===== src/rtl/axistream_packet_arbiter.sv =====
// Packet-granular round-robin arbiter: several AXI-Stream initiators share one
// registered target port, and a grant is held from the first beat up to tlast.
module axistream_packet_arbiter #(
   parameter int NumRequesters         = 4,
   parameter int AxiStreamIfTDataWidth = 32,
   parameter int AxiStreamIfTIdWidth   = 5,
   parameter int AxiStreamIfTDestWidth = 5
) (
   input  logic                                             clk_axis_i,
   input  logic                                             rst_axis_ni,
   input  logic [NumRequesters-1:0]                         requester_enable_i,
   input  logic [NumRequesters-1:0]                         s_axis_tvalid_i,
   output logic [NumRequesters-1:0]                         s_axis_tready_o,
   input  logic [NumRequesters*AxiStreamIfTDataWidth-1:0]   s_axis_tdata_i,
   input  logic [NumRequesters-1:0]                         s_axis_tlast_i,
   input  logic [NumRequesters*AxiStreamIfTIdWidth-1:0]     s_axis_tid_i,
   input  logic [NumRequesters*AxiStreamIfTDestWidth-1:0]   s_axis_tdest_i,
   output logic                                             m_axis_tvalid_o,
   input  logic                                             m_axis_tready_i,
   output logic [AxiStreamIfTDataWidth-1:0]                 m_axis_tdata_o,
   output logic                                             m_axis_tlast_o,
   output logic [AxiStreamIfTIdWidth-1:0]                   m_axis_tid_o,
   output logic [AxiStreamIfTDestWidth-1:0]                 m_axis_tdest_o,
   output logic [NumRequesters-1:0]                         grant_o,
   output logic                                             busy_o
);

   localparam int N    = NumRequesters;
   localparam int DW   = AxiStreamIfTDataWidth;
   localparam int IW   = AxiStreamIfTIdWidth;
   localparam int TW   = AxiStreamIfTDestWidth;
   localparam int IdxW = $clog2(NumRequesters);

   typedef enum logic [0:0] {
      ST_IDLE   = 1'b0,
      ST_LOCKED = 1'b1
   } state_e;

   state_e            state_r;
   state_e            state_next_s;
   logic [N-1:0]      grant_r;
   logic [IdxW-1:0]   last_grant_r;

   logic [N-1:0]      req_s;
   logic [IdxW-1:0]   cand_s;
   logic [IdxW-1:0]   pick_idx_s;
   logic              pick_found_s;
   logic [N-1:0]      grant_pick_s;

   logic [DW-1:0]     sel_tdata_s;
   logic              sel_tlast_s;
   logic [IW-1:0]     sel_tid_s;
   logic [TW-1:0]     sel_tdest_s;
   logic              sel_tvalid_s;

   logic              out_free_s;
   logic [N-1:0]      tready_s;
   logic              accept_s;
   logic              pkt_end_s;

   logic              m_tvalid_r;
   logic [DW-1:0]     m_tdata_r;
   logic              m_tlast_r;
   logic [IW-1:0]     m_tid_r;
   logic [TW-1:0]     m_tdest_r;

   assign req_s        = s_axis_tvalid_i & requester_enable_i;
   assign out_free_s   = ~m_tvalid_r | m_axis_tready_i;
   assign accept_s     = |(s_axis_tvalid_i & tready_s);
   assign pkt_end_s    = accept_s & sel_tlast_s;
   assign grant_pick_s = {{(N-1){1'b0}}, 1'b1} << pick_idx_s;

   // Round-robin search starting just after the last granted requester.
   always_comb begin
      pick_found_s = 1'b0;
      pick_idx_s   = '0;
      cand_s       = '0;
      for (int i = 1; i <= N; i++) begin
         cand_s = IdxW'((int'(last_grant_r) + i) % N);
         if (!pick_found_s && req_s[cand_s]) begin
            pick_found_s = 1'b1;
            pick_idx_s   = cand_s;
         end else begin
            pick_found_s = pick_found_s;
         end
      end
   end

   // AND-OR payload mux driven by the one-hot grant.
   always_comb begin
      sel_tdata_s  = '0;
      sel_tlast_s  = 1'b0;
      sel_tid_s    = '0;
      sel_tdest_s  = '0;
      sel_tvalid_s = 1'b0;
      for (int k = 0; k < N; k++) begin
         sel_tdata_s  = sel_tdata_s  | (s_axis_tdata_i[k*DW +: DW] & {DW{grant_r[k]}});
         sel_tid_s    = sel_tid_s    | (s_axis_tid_i[k*IW +: IW]   & {IW{grant_r[k]}});
         sel_tdest_s  = sel_tdest_s  | (s_axis_tdest_i[k*TW +: TW] & {TW{grant_r[k]}});
         sel_tlast_s  = sel_tlast_s  | (s_axis_tlast_i[k]  & grant_r[k]);
         sel_tvalid_s = sel_tvalid_s | (s_axis_tvalid_i[k] & grant_r[k]);
      end
   end

   // FSM state register.
   always_ff @(posedge clk_axis_i or negedge rst_axis_ni) begin
      if (!rst_axis_ni) begin
         state_r <= ST_IDLE;
      end else begin
         state_r <= state_next_s;
      end
   end

   // FSM next-state logic.
   always_comb begin
      state_next_s = state_r;
      case (state_r)
         ST_IDLE: begin
            if (pick_found_s) begin
               state_next_s = ST_LOCKED;
            end else begin
               state_next_s = ST_IDLE;
            end
         end
         ST_LOCKED: begin
            if (pkt_end_s) begin
               state_next_s = ST_IDLE;
            end else begin
               state_next_s = ST_LOCKED;
            end
         end
         default: state_next_s = ST_IDLE;
      endcase
   end

   // FSM outputs: tready only toward the granted requester while the slot is free.
   always_comb begin
      tready_s = '0;
      case (state_r)
         ST_IDLE:   tready_s = '0;
         ST_LOCKED: tready_s = grant_r & {N{out_free_s}};
         default:   tready_s = '0;
      endcase
   end

   // Grant and round-robin pointer registers.
   always_ff @(posedge clk_axis_i or negedge rst_axis_ni) begin
      if (!rst_axis_ni) begin
         grant_r      <= '0;
         last_grant_r <= IdxW'(N - 1);
      end else if ((state_r == ST_IDLE) && pick_found_s) begin
         grant_r      <= grant_pick_s;
         last_grant_r <= pick_idx_s;
      end else if ((state_r == ST_LOCKED) && pkt_end_s) begin
         grant_r      <= '0;
      end
   end

   // Output register refills in the same cycle it drains, keeping 1 beat/cycle.
   always_ff @(posedge clk_axis_i or negedge rst_axis_ni) begin
      if (!rst_axis_ni) begin
         m_tvalid_r <= 1'b0;
         m_tdata_r  <= '0;
         m_tlast_r  <= 1'b0;
         m_tid_r    <= '0;
         m_tdest_r  <= '0;
      end else if (accept_s) begin
         m_tvalid_r <= 1'b1;
         m_tdata_r  <= sel_tdata_s;
         m_tlast_r  <= sel_tlast_s;
         m_tid_r    <= sel_tid_s;
         m_tdest_r  <= sel_tdest_s;
      end else if (m_axis_tready_i) begin
         m_tvalid_r <= 1'b0;
      end
   end

   assign s_axis_tready_o = tready_s;
   assign m_axis_tvalid_o = m_tvalid_r;
   assign m_axis_tdata_o  = m_tdata_r;
   assign m_axis_tlast_o  = m_tlast_r;
   assign m_axis_tid_o    = m_tid_r;
   assign m_axis_tdest_o  = m_tdest_r;
   assign grant_o         = grant_r;
   assign busy_o          = (state_r == ST_LOCKED);

endmodule


===== config.mk =====
export PLATFORM = sky130hd
export DESIGN_NAME = axistream_packet_arbiter
export DESIGN_NICKNAME = d
export VERILOG_FILES = /design/src/rtl/axistream_packet_arbiter.sv
export SDC_FILE = /design/constraint.sdc
export NUM_CORES = 1
export LEC_CHECK = 0
export CAP_MARGIN = 20
export CORE_ASPECT_RATIO = 1.25
export CORE_MARGIN = 2
export CORE_UTILIZATION = 35
export CTS_CLUSTER_DIAMETER = 200
export DETAILED_ROUTE_END_ITERATION = 6
export PLACE_DENSITY = 0.87
export SYNTH_ARGS = -nofsm -noshare
export SYNTH_HDL_FRONTEND = slang
export SYNTH_SLANG_ARGS = --single-unit

===== constraint.sdc =====
create_clock -name clk_axis_i -period 2.51 [get_ports clk_axis_i]
set_input_delay 0.6275 -clock clk_axis_i [delete_from_list [all_inputs] [get_ports clk_axis_i]]
set_output_delay 0.6275 -clock clk_axis_i [all_outputs]
set_load 0.01 [all_outputs]

-- Word level (Yosys, flattened, before mapping)
Index checks and enable logic that the tools add are counted.
- $add $sub $neg: 4
- multiply operators: 0
- div/mod/pow operators: 0
- $lt $le $gt $ge: 4
- equality and inequality tests: 0
- shift operators: 1
- mux-type cells: 24
- bitwise operators: 35
- reduce and logical (&&, ||, !) cells: 11
- operator list (cell ; count):
    $and 32x32->32 ; 4
    $or 32x32->32 ; 3
    $and 5x5->5 ; 8
    $or 5x5->5 ; 6
    $and 4x4->4 ; 3
    $lt 2x3->1 const B ; 4
    $mux 1 ; 12
    $bmux 1 s2 ; 4
    $mux 2 ; 4
    $mux 4 ; 2
    $pmux 4 s2 ; 1
    $and 1x1->1 ; 5
    $logic_and 1x1->1 ; 5
    $add 2x1->2 const B ; 2
    $add 2x2->2 const B ; 2
    $or 1x1->1 ; 4
    $reduce_bool 2->1 ; 2
    $reduce_or 4->1 ; 1
    $shl 1x2->4 const A ; 1
    $logic_not 1->1 ; 3
    $not 1->1 ; 2
    $pmux 1 s2 ; 1
- bits in registers: 51
- bits in latches: 0
- RAM bits: 0
- ROM bits: 0
- input port bits: 183
- output and inout bits: 53
- memories kept: 0

-- Longest topological paths before layout
Gate-level depths: netlist of the first run.
- depth after elaboration: 15
- depth in mapped cells: 7

-- Worst setup path before layout of the first run
OpenSTA, ideal clock, no wires.
- path type: register to output
- from: reg grant_r[3] (netlist: grant_o[3])
- to: out s_axis_tready_o[3]
- data arrival time: 1.075 ns
- required time: 1.882 ns
- slack: 0.808 ns
- stages on the path, launching flop included: 4
- path buffers: 2
- path through: dfrtp_1 > buf_2 > buf_1 > and3_1
- longest elaborated chain between the ends: 2
- RTL lines (what ; RTL line ; text):
    from (decl) ; 41 ; logic [N-1:0] grant_r;
    from (signal assigned) ; 152 ; grant_r <= grant_pick_s;
    $and 4x4->4 ; 141 ; ST_LOCKED: tready_s = grant_r & {N{out_free_s}};
    $pmux 4 s2 ; 139 ; case (state_r)
    to (decl) ; 13 ; output logic [NumRequesters-1:0] s_axis_tready_o,
Every way passes these cells.

-- Worst setup path after layout of the first run
- from: in m_axis_tready_i
- to: out s_axis_tready_o[0]
- longest elaborated chain between the ends: 3
- RTL lines (what ; RTL line ; text):
    from (decl) ; 19 ; input logic m_axis_tready_i,
    $or 1x1->1 ; 68 ; assign out_free_s = ~m_tvalid_r | m_axis_tready_i;
    $and 4x4->4 ; 141 ;
    $pmux 4 s2 ; 139 ;
Every way passes these cells.

==> results of run 1 <==
[per-stage QoR]
step           setup TNS [ns]  std cells  util, %
2_1_floorplan               0        295        -
3_3_place_gp          -0.5612        612    67.39
3_5_place_dp          -0.6424        612    67.39
4_1_cts                     0        620    68.74
5_1_grt                     0        620    68.74
6_report                    0        620    68.74
[routing by layer]
layer | share of wire [%] | up-vias
met3 | 7.6 | 22
li1 | - | 1629
met2 | 52 | 168
met1 | 37 | 1583
met5 | 0 | -
met4 | 2.6 | 0
[cell usage after synthesis, drive strengths merged]
cell / number
a21o: 1
nor3b: 1
o211ai: 1
o32ai: 4
o21ai: 46
a221o: 2
clkbuf: 10
nand2b: 1
dfrtp: 49
a22oi: 2
buf: 20
a22o: 47
a21oi: 2
nor2: 1
and2: 1
inv: 1
dfstp: 2
o22ai: 1
and3: 5
nand3b: 1
a221oi: 44
nand2: 52
nand3: 1
[flip-flops by register name (all words and copies together) (netlist names)]
signal,flops
busy_o,1
grant_o,4
last_grant_r,2
m_axis_tdata_o,32
m_axis_tdest_o,5
m_axis_tid_o,5
m_axis_tlast_o,1
m_axis_tvalid_o,1
[kinds of logic (layout without fill, tap and decap cells)]
| group | after synthesis | count (layout) |
|---|---|---|
| flops | 51 | 51 |
| simple gates | 63 | 63 |
| buf+inv | 31 | 261 |
| compound gates | 150 | 150 |
[worst max-delay path by stage]
stage	from	endpoint	slack (ns)	cells past startpoint
after global routing	m_axis_tready_i	s_axis_tready_o[0]	0.15	4
final	m_axis_tready_i	s_axis_tready_o[0]	0.20	4
after floorplan	grant_o[3]	s_axis_tready_o[3]	0.81	3
after CTS	m_axis_tready_i	s_axis_tready_o[0]	0.20	4
after detailed placement	m_axis_tready_i	s_axis_tready_o[0]	-0.17	4
after global placement	m_axis_tready_i	s_axis_tready_o[0]	-0.14	4
[placed cells by master (no fill, tap or decap), drive strengths merged, types with 4 or more instances in the layout]
cell           count
and3               5
a22o              47
o32ai              4
o21ai             46
buf               18
nand2             52
clkdlybuf4s50    230
dlygate4sd2        4
dfrtp             49
clkbuf             7
a221oi            44
[what timing repair did]
action                                  CTS  global route
endpoints found under the setup margin    4             0
setup buffers                             0             0
hold buffers                              0             0
gates resized for setup                   6             0
[final cells by class]
class / instances / area [sq um]
fillers: 624 / 2450
multi-input cells: 213 / 1413
clock inverters: 1 / 7.507
flip-flops and latches: 51 / 1279
clock buffers: 7 / 96.34
repair buffers: 252 / 2470
inverters: 1 / 3.754
well taps: 95 / 118.9
[critical path, cell delays in order]
cell and delay (ns):
clkdlybuf4s50_1 0.46, nand2b_4 0.16, and3_1 0.16, dlygate4sd2_1 0.28
[power groups by stage]
stage          registers [mW]  clock network (mW)  logic, mW
3_5_place_dp            0.842                   0      0.336
6_report                0.826               0.506      0.336
3_3_place_gp            0.842                   0      0.328
5_1_grt                 0.826               0.558      0.358
4_1_cts                 0.826               0.523      0.338
2_1_floorplan           0.842                   0     0.0221
==> impl_metrics.xml, run 1 <==
<?xml version="1.0" encoding="UTF-8"?>
<metrics>
  <group name="outcome">
    <metric name="outcome" unit="">finished, final reports clean</metric>
  </group>
  <group name="detailed_routing">
    <metric name="drt_first_pass_iters" unit="">4</metric>
    <metric name="post_drt_via_cell_ratio" unit="">5.487</metric>
    <metric name="drt_drc_violations_left" unit="">0</metric>
    <metric name="vias" unit="">3402</metric>
    <metric name="drt.antenna.violating_nets" unit="">0</metric>
    <metric name="wirelength" unit="mm">11.09</metric>
    <metric name="routed_wire_length_per_instance" unit="um">17.89</metric>
    <metric name="drtIter0Drc" unit="">145</metric>
  </group>
  <group name="die">
    <metric name="number_of_top_level_pins" unit="">236</metric>
    <metric name="initial_utilization" unit="%">36.21</metric>
    <metric name="die_area" unit="sq um">8848</metric>
    <metric name="chipHeight" unit="um">104.7</metric>
    <metric name="placeableCoreArea" unit="sq um">7838</metric>
    <metric name="num_rows" unit="">36</metric>
    <metric name="die_width" unit="um">84.54</metric>
  </group>
  <group name="grt">
    <metric name="grt_use_met1" unit="%">28.00</metric>
    <metric name="grt_pass1_vias" unit="">3473</metric>
    <metric name="met3_usage" unit="%">5.292</metric>
    <metric name="global_route.usage.met2" unit="%">43.36</metric>
    <metric name="grt_util_all_layers" unit="%">24.06</metric>
    <metric name="globalRoute.busiestLayer" unit="">met2</metric>
    <metric name="number_of_antenna_violations_at_the_first_check_in_global_routing" unit="">0</metric>
    <metric name="grt_start_max_net_pins" unit="">48</metric>
    <metric name="globalRoute.totalOverflow" unit="">0</metric>
    <metric name="global_route_wire_length_before_repair" unit="mm">17.13</metric>
  </group>
  <group name="power">
    <metric name="pwr-share-clk" unit="%">30.3</metric>
    <metric name="total_leakage_power" unit="nW">2.117</metric>
    <metric name="report.power.total" unit="mW">1.668</metric>
    <metric name="p_sw_share" unit="%">20.01</metric>
    <metric name="powerDensity" unit="nW/um^2">309.6</metric>
    <metric name="irDropWorstVdd" unit="V">0.0002632</metric>
    <metric name="total_switching_power" unit="mW">0.3338</metric>
    <metric name="comb_power_share" unit="%">20.1</metric>
    <metric name="internal_power" unit="mW">1.334</metric>
    <metric name="seq_power_share" unit="%">49.5</metric>
  </group>
  <group name="synth">
    <metric name="synth.area.mux_share" unit="%">0</metric>
    <metric name="synthesis.area" unit="sq um">2838</metric>
    <metric name="yosys.area_share.simple" unit="%">9.259</metric>
    <metric name="yosys.area_share.adder" unit="%">0</metric>
    <metric name="synthesized_netlist_net_count" unit="">478</metric>
    <metric name="syn_avg_cell_area" unit="sq um">9.619</metric>
    <metric name="synthesis.yosys.warnings" unit="">0</metric>
    <metric name="synth_largest_type_area_fraction" unit="%">43.21</metric>
    <metric name="synth.ff_latch_count" unit="">51</metric>
    <metric name="netlist.top_cell.by_area" unit="">dfrtp_1</metric>
    <metric name="synth_cell_type_count" unit="">27</metric>
    <metric name="synth_top_family_by_area" unit="">compound AO/OA/AOI/OAI gates</metric>
    <metric name="area_fraction_in_compound_gates_after_synthesis" unit="%">39.95</metric>
    <metric name="number_of_instances_in_the_synthesized_netlist" unit="">295</metric>
    <metric name="netlist_top_cells_area" unit="">dfrtp_1, a22o_1, a221oi_1</metric>
    <metric name="synth-xor-area-share" unit="%">0</metric>
    <metric name="ys_seq_area_share" unit="%">45.06</metric>
  </group>
  <group name="place">
    <metric name="hpwlAfterDp" unit="mm">8.907</metric>
    <metric name="placement.io_buffers" unit="">235</metric>
    <metric name="placement.cell_area" unit="sq um">5281</metric>
    <metric name="place.gp.congestion" unit="">0.8704</metric>
    <metric name="worst_setup_slack_before_clock_tree_synthesis" unit="ns">-0.1696</metric>
  </group>
  <group name="clock_network">
    <metric name="clk_latency" unit="ns">0.29</metric>
    <metric name="number_of_buffers_added_by_the_clock_tree_synthesis_step" unit="">5</metric>
    <metric name="cts.reportedPaths.clkPinSlew" unit="ns">0.09</metric>
    <metric name="cts.htree.levels" unit="">2</metric>
    <metric name="cts-root-buf" unit="">clkbuf_8</metric>
    <metric name="cts_buffer_depth" unit="">2</metric>
    <metric name="numClockSinks" unit="">51</metric>
    <metric name="cts_tree" unit="">done</metric>
  </group>
  <group name="sta">
    <metric name="fin_ws" unit="ns">0.2003</metric>
    <metric name="final.setup_skew" unit="ns">0.009964</metric>
    <metric name="hold_ws" unit="ns">0.1309</metric>
    <metric name="hold_violations" unit="">0</metric>
    <metric name="worstMarginPinSlew" unit="ns">0.4695</metric>
    <metric name="max_freq" unit="MHz">433.0</metric>
    <metric name="setup_viol" unit="">0</metric>
    <metric name="setup_repair_after_global_routing_missed_its_margin" unit="">no</metric>
    <metric name="maxSlewHeadroom" unit="%">68.70</metric>
    <metric name="final_min_period_over_clock_period" unit="%">92.02</metric>
    <metric name="max_slew_violation_count" unit="">0</metric>
    <metric name="layout_min_cycle_time" unit="ns">2.310</metric>
  </group>
  <group name="setup_path">
    <metric name="critPathLaunchType" unit="">input pin</metric>
    <metric name="worst-r2r-setup-slack" unit="ns">0.62</metric>
    <metric name="signal_arrival_time_at_the_worst_endpoint" unit="ns">1.68</metric>
    <metric name="crit_reg_reg_startpoint" unit="">grant_o[0]</metric>
    <metric name="worstPathMaxFanout" unit="">6</metric>
    <metric name="critical_path.reg2reg.endpoint" unit="">m_axis_tdata_o[15]</metric>
    <metric name="crit_required" unit="ns">1.88</metric>
    <metric name="endpoint_kind" unit="">output port</metric>
    <metric name="ff2ff_path_depth" unit="">5</metric>
    <metric name="path_class" unit="">in2out</metric>
  </group>
  <group name="cells_and_area">
    <metric name="post_route_cells_drive_above_1_share" unit="%">5.714</metric>
    <metric name="fin_area" unit="sq um">5388</metric>
    <metric name="finish.net_count" unit="">707</metric>
    <metric name="layout-area-overhead-vs-synth" unit="%">89.86</metric>
    <metric name="diodes" unit="">0</metric>
  </group>
  <group name="worst_hold_path">
    <metric name="hold_path.class" unit="">in2async</metric>
  </group>
  <group name="flow_run">
    <metric name="max-cap-violations" unit="">0</metric>
  </group>
</metrics>
(Power assumes the default switching activity.)
==> run 2: changes to the inputs <==
--- a/config.mk
+++ b/config.mk
@@ -15,3 +15,4 @@
 export SYNTH_ARGS = -nofsm -noshare
 export SYNTH_HDL_FRONTEND = slang
 export SYNTH_SLANG_ARGS = --single-unit
+export TNS_END_PERCENT = 10
==> results of run 2 <==
Final layout, timing and power as in run 1 (identical DEF).
==> run 3: changes to the inputs <==
--- a/config.mk
+++ b/config.mk
@@ -5,13 +5,14 @@
 export SDC_FILE = /design/constraint.sdc
 export NUM_CORES = 1
 export LEC_CHECK = 0
+export ABC_AREA = 1
 export CAP_MARGIN = 20
 export CORE_ASPECT_RATIO = 1.25
 export CORE_MARGIN = 2
-export CORE_UTILIZATION = 35
+export CORE_UTILIZATION = 38
 export CTS_CLUSTER_DIAMETER = 200
 export DETAILED_ROUTE_END_ITERATION = 6
-export PLACE_DENSITY = 0.87
+export PLACE_DENSITY = 0.89
 export SYNTH_ARGS = -nofsm -noshare
 export SYNTH_HDL_FRONTEND = slang
 export SYNTH_SLANG_ARGS = --single-unit
==> run 3 against run 2 <==
Compared with the run above: sequential power is 0.6% lower; largest cell class unchanged; critical endpoint unchanged; sequential share of layout area is 1.5 points lower; critical path depth is 2 higher; highest routed layer unchanged; largest power group unchanged; clock-buffer cell count is 2 lower.
==> impl_metrics.xml, run 3 <==
<?xml version="1.0" encoding="UTF-8"?>
<metrics>
  <group name="cells_and_area">
    <metric name="finish.net_count" unit="">851</metric>
    <metric name="layout_commonest_cell" unit="">clkdlybuf4s50_1</metric>
    <metric name="post_route_cells_drive_above_1_share" unit="%">6.278</metric>
    <metric name="fillerInstances" unit="">679</metric>
    <metric name="final_util" unit="%">69.26</metric>
    <metric name="diodes" unit="">0</metric>
    <metric name="layout-area-overhead-vs-synth" unit="%">76.90</metric>
    <metric name="multi_input_comb_area" unit="sq um">1762</metric>
    <metric name="largest_reg_flops" unit="">32</metric>
    <metric name="register_area" unit="sq um">1279</metric>
    <metric name="layout.cells.most_common_list" unit="">clkdlybuf4s50_1, nand2_1, dfrtp_1, a221oi_1, o21ai_0</metric>
  </group>
  <group name="clock_network">
    <metric name="numClockSinks" unit="">51</metric>
    <metric name="clk_latency" unit="ns">0.30</metric>
    <metric name="cts_hold_buffers" unit="">0</metric>
    <metric name="cts.htree.levels" unit="">2</metric>
    <metric name="cts.reportedPaths.clkPinSlew" unit="ns">0.09</metric>
    <metric name="cts_buffer_depth" unit="">2</metric>
    <metric name="cts_tree" unit="">done</metric>
    <metric name="number_of_buffers_added_by_the_clock_tree_synthesis_step" unit="">5</metric>
    <metric name="cts-root-buf" unit="">clkbuf_8</metric>
  </group>
  <group name="synth">
    <metric name="synth_largest_type_area_fraction" unit="%">37.79</metric>
    <metric name="synth_cell_type_count" unit="">31</metric>
    <metric name="syn_avg_cell_area" unit="sq um">7.258</metric>
    <metric name="number_of_instances_in_the_synthesized_netlist" unit="">447</metric>
    <metric name="synthesis.area" unit="sq um">3244</metric>
    <metric name="synthesis.yosys.warnings" unit="">0</metric>
    <metric name="synth_top_cells_by_count" unit="">nand2_1, dfrtp_1, a221oi_1</metric>
    <metric name="ys_seq_area_share" unit="%">39.41</metric>
    <metric name="netlist.top_cell.by_area" unit="">dfrtp_1</metric>
    <metric name="synthesized_netlist_net_count" unit="">630</metric>
    <metric name="fraction_of_synthesis_flops_using_an_asynchronous_set_or_reset_pin" unit="%">100.0</metric>
    <metric name="netlist_top_cells_area" unit="">dfrtp_1, nand2_1, a221oi_1</metric>
    <metric name="synthMostInstantiatedCell" unit="">nand2_1</metric>
    <metric name="synth.ff_latch_count" unit="">51</metric>
    <metric name="primary_ff_master_synth" unit="">dfrtp_1</metric>
    <metric name="synth_edf_count" unit="">0</metric>
  </group>
  <group name="setup_path">
    <metric name="signal_arrival_time_at_the_worst_endpoint" unit="ns">1.74</metric>
    <metric name="cells_traversed_along_the_worst_timing_path" unit="">clkdlybuf4s50_1 -&gt; inv_1 -&gt; nand2_1 -&gt; inv_1 -&gt; nor3_1 -&gt; dlygate4sd2_1</metric>
    <metric name="critPathTopFamily" unit="">buffers and inverters</metric>
    <metric name="slowest_stage" unit="">clkdlybuf4s50_1</metric>
    <metric name="critical_path.reg2reg.endpoint" unit="">grant_o[2]</metric>
    <metric name="endpoint" unit="">s_axis_tready_o[0]</metric>
    <metric name="critical_path.max_stage_delay" unit="ns">0.45</metric>
    <metric name="timing.critical_path.mode_cell" unit="">inv_1</metric>
    <metric name="endpoint_kind" unit="">output port</metric>
    <metric name="path_class" unit="">in2out</metric>
    <metric name="crit_required" unit="ns">1.88</metric>
    <metric name="worst-r2r-setup-slack" unit="ns">0.62</metric>
    <metric name="critPathLaunchType" unit="">input pin</metric>
    <metric name="ff2ff_path_depth" unit="">8</metric>
    <metric name="cp-startpoint" unit="">m_axis_tready_i</metric>
    <metric name="crit_reg_reg_startpoint" unit="">grant_o[0]</metric>
    <metric name="path_buf_inv" unit="">4</metric>
    <metric name="timing.critical_path.depth" unit="">6</metric>
    <metric name="worstPathMaxFanout" unit="">4</metric>
  </group>
  <group name="sta">
    <metric name="layout_min_cycle_time" unit="ns">2.363</metric>
    <metric name="hold_violations" unit="">0</metric>
    <metric name="max_freq" unit="MHz">423.1</metric>
    <metric name="setup_repair_after_global_routing_missed_its_margin" unit="">no</metric>
    <metric name="hold_ws" unit="ns">0.3370</metric>
    <metric name="setup_viol" unit="">0</metric>
    <metric name="worstMarginPinSlew" unit="ns">0.6361</metric>
    <metric name="final_min_period_over_clock_period" unit="%">94.16</metric>
    <metric name="maxSlewHeadroom" unit="%">57.59</metric>
    <metric name="final.setup_skew" unit="ns">0.01305</metric>
    <metric name="fin_tns_setup" unit="ns">0</metric>
    <metric name="fin_ws" unit="ns">0.1467</metric>
    <metric name="max_slew_violation_count" unit="">0</metric>
  </group>
  <group name="flow_run">
    <metric name="max-cap-violations" unit="">0</metric>
  </group>
  <group name="power">
    <metric name="report.power.total" unit="mW">1.644</metric>
    <metric name="powerDensity" unit="nW/um^2">286.4</metric>
    <metric name="irDropWorstVdd" unit="V">0.0001989</metric>
    <metric name="total_leakage_power" unit="nW">2.504</metric>
  </group>
  <group name="grt">
    <metric name="grt_util_all_layers" unit="%">25.98</metric>
    <metric name="globalRoute.totalOverflow" unit="">0</metric>
    <metric name="global_route_wire_length_before_repair" unit="mm">19.23</metric>
    <metric name="number_of_antenna_violations_at_the_first_check_in_global_routing" unit="">0</metric>
    <metric name="grt_pass1_vias" unit="">4064</metric>
    <metric name="grt_start_max_net_pins" unit="">66</metric>
  </group>
  <group name="detailed_routing">
    <metric name="vias" unit="">4078</metric>
    <metric name="wirelength" unit="mm">12.21</metric>
    <metric name="post_drt_via_cell_ratio" unit="">5.324</metric>
    <metric name="routed_wire_length_per_instance" unit="um">15.94</metric>
    <metric name="drt.antenna.violating_nets" unit="">0</metric>
    <metric name="drt_drc_violations_left" unit="">0</metric>
    <metric name="drtIter0Drc" unit="">247</metric>
    <metric name="drt_first_pass_iters" unit="">5</metric>
  </group>
  <group name="die">
    <metric name="initial_utilization" unit="%">39.15</metric>
    <metric name="die_area" unit="sq um">9297</metric>
    <metric name="number_of_top_level_pins" unit="">236</metric>
    <metric name="chipHeight" unit="um">107.3</metric>
    <metric name="placeableCoreArea" unit="sq um">8287</metric>
    <metric name="die_width" unit="um">86.65</metric>
    <metric name="num_rows" unit="">37</metric>
  </group>
  <group name="place">
    <metric name="hpwlAfterDp" unit="mm">9.763</metric>
    <metric name="placement.io_buffers" unit="">235</metric>
    <metric name="place.gp.congestion" unit="">0.8940</metric>
    <metric name="worst_setup_slack_before_clock_tree_synthesis" unit="ns">-0.1485</metric>
  </group>
  <group name="worst_hold_path">
    <metric name="hold_path.class" unit="">in2async</metric>
  </group>
  <group name="outcome">
    <metric name="outcome" unit="">finished, final reports clean</metric>
  </group>
</metrics>
==> run 3: changes by cell type in the layout (fill, tap and decap cells not counted), sizes merged, moves of 5 or more <==
cell,delta
nand2,+170
a22o,-46
nand3,+16
nor2,+11
inv,+10
buf,-6
nand4,+6
and3,-5
==> run 3: area by class of cell <==
class	count	area share (%)
timing repair buffer	246	42.69
multi-input combinational	354	30.70
tap	97	2.115
sequential	51	22.28
inverter	10	0.6976
clock buffer	5	1.199
clock inverter	3	0.3270
==> run 3: routing by layer <==
layer	vias to the layer above	track usage, %	wire length, um
met2	195	49.45	6597
met5	-	0	0
li1	1961	-	-
met1	1894	28.13	4409
met4	0	8.036	321
met3	28	5.445	881
==> run 3: worst min path at each step <==
stage                                  from                  to  slack, ns  depth (start not counted)
after floorplan                 rst_axis_ni              busy_o       0.33                          0
after global placement    m_axis_tdata_o[4]   m_axis_tdata_o[4]       0.47                          2
after detailed placement     m_axis_tlast_o      m_axis_tlast_o       0.46                          1
after CTS                       rst_axis_ni   m_axis_tdata_o[9]       0.34                          1
after global routing            rst_axis_ni   m_axis_tdata_o[9]       0.36                          1
final                           rst_axis_ni  m_axis_tdata_o[10]       0.34                          1
==> run 3: power by group <==
group          switching [mW]  internal (mW)  total (mW)
clock network           0.274          0.197       0.471
registers                   0          0.821       0.821
logic                  0.0898          0.262       0.352
==> run 3: cell families (layout without fill, tap and decap cells) <==
kind of cell / Yosys count / count (layout) / share of synthesized area, %
simple gates: 260 / 260 / 33.86
buf+inv: 42 / 264 / 6.518
flops: 51 / 51 / 39.41
compound gates: 94 / 94 / 20.21
==> run 3: stage by stage <==
step                      cells  area, sq um
after CTS                   766         5739
final                       766         5739
after global placement      758         5657
after global routing        766         5739
after detailed placement    758         5657
after floorplan             447         3244
==> run 3: what timing repair did <==
| action | 4_1_cts | 5_1_grt |
|---|---|---|
| setup endpoints to repair | 4 | 0 |
| buffers inserted | 0 | 0 |
| hold endpoints to repair | 0 | 0 |
| resized for setup | 4 | 0 |
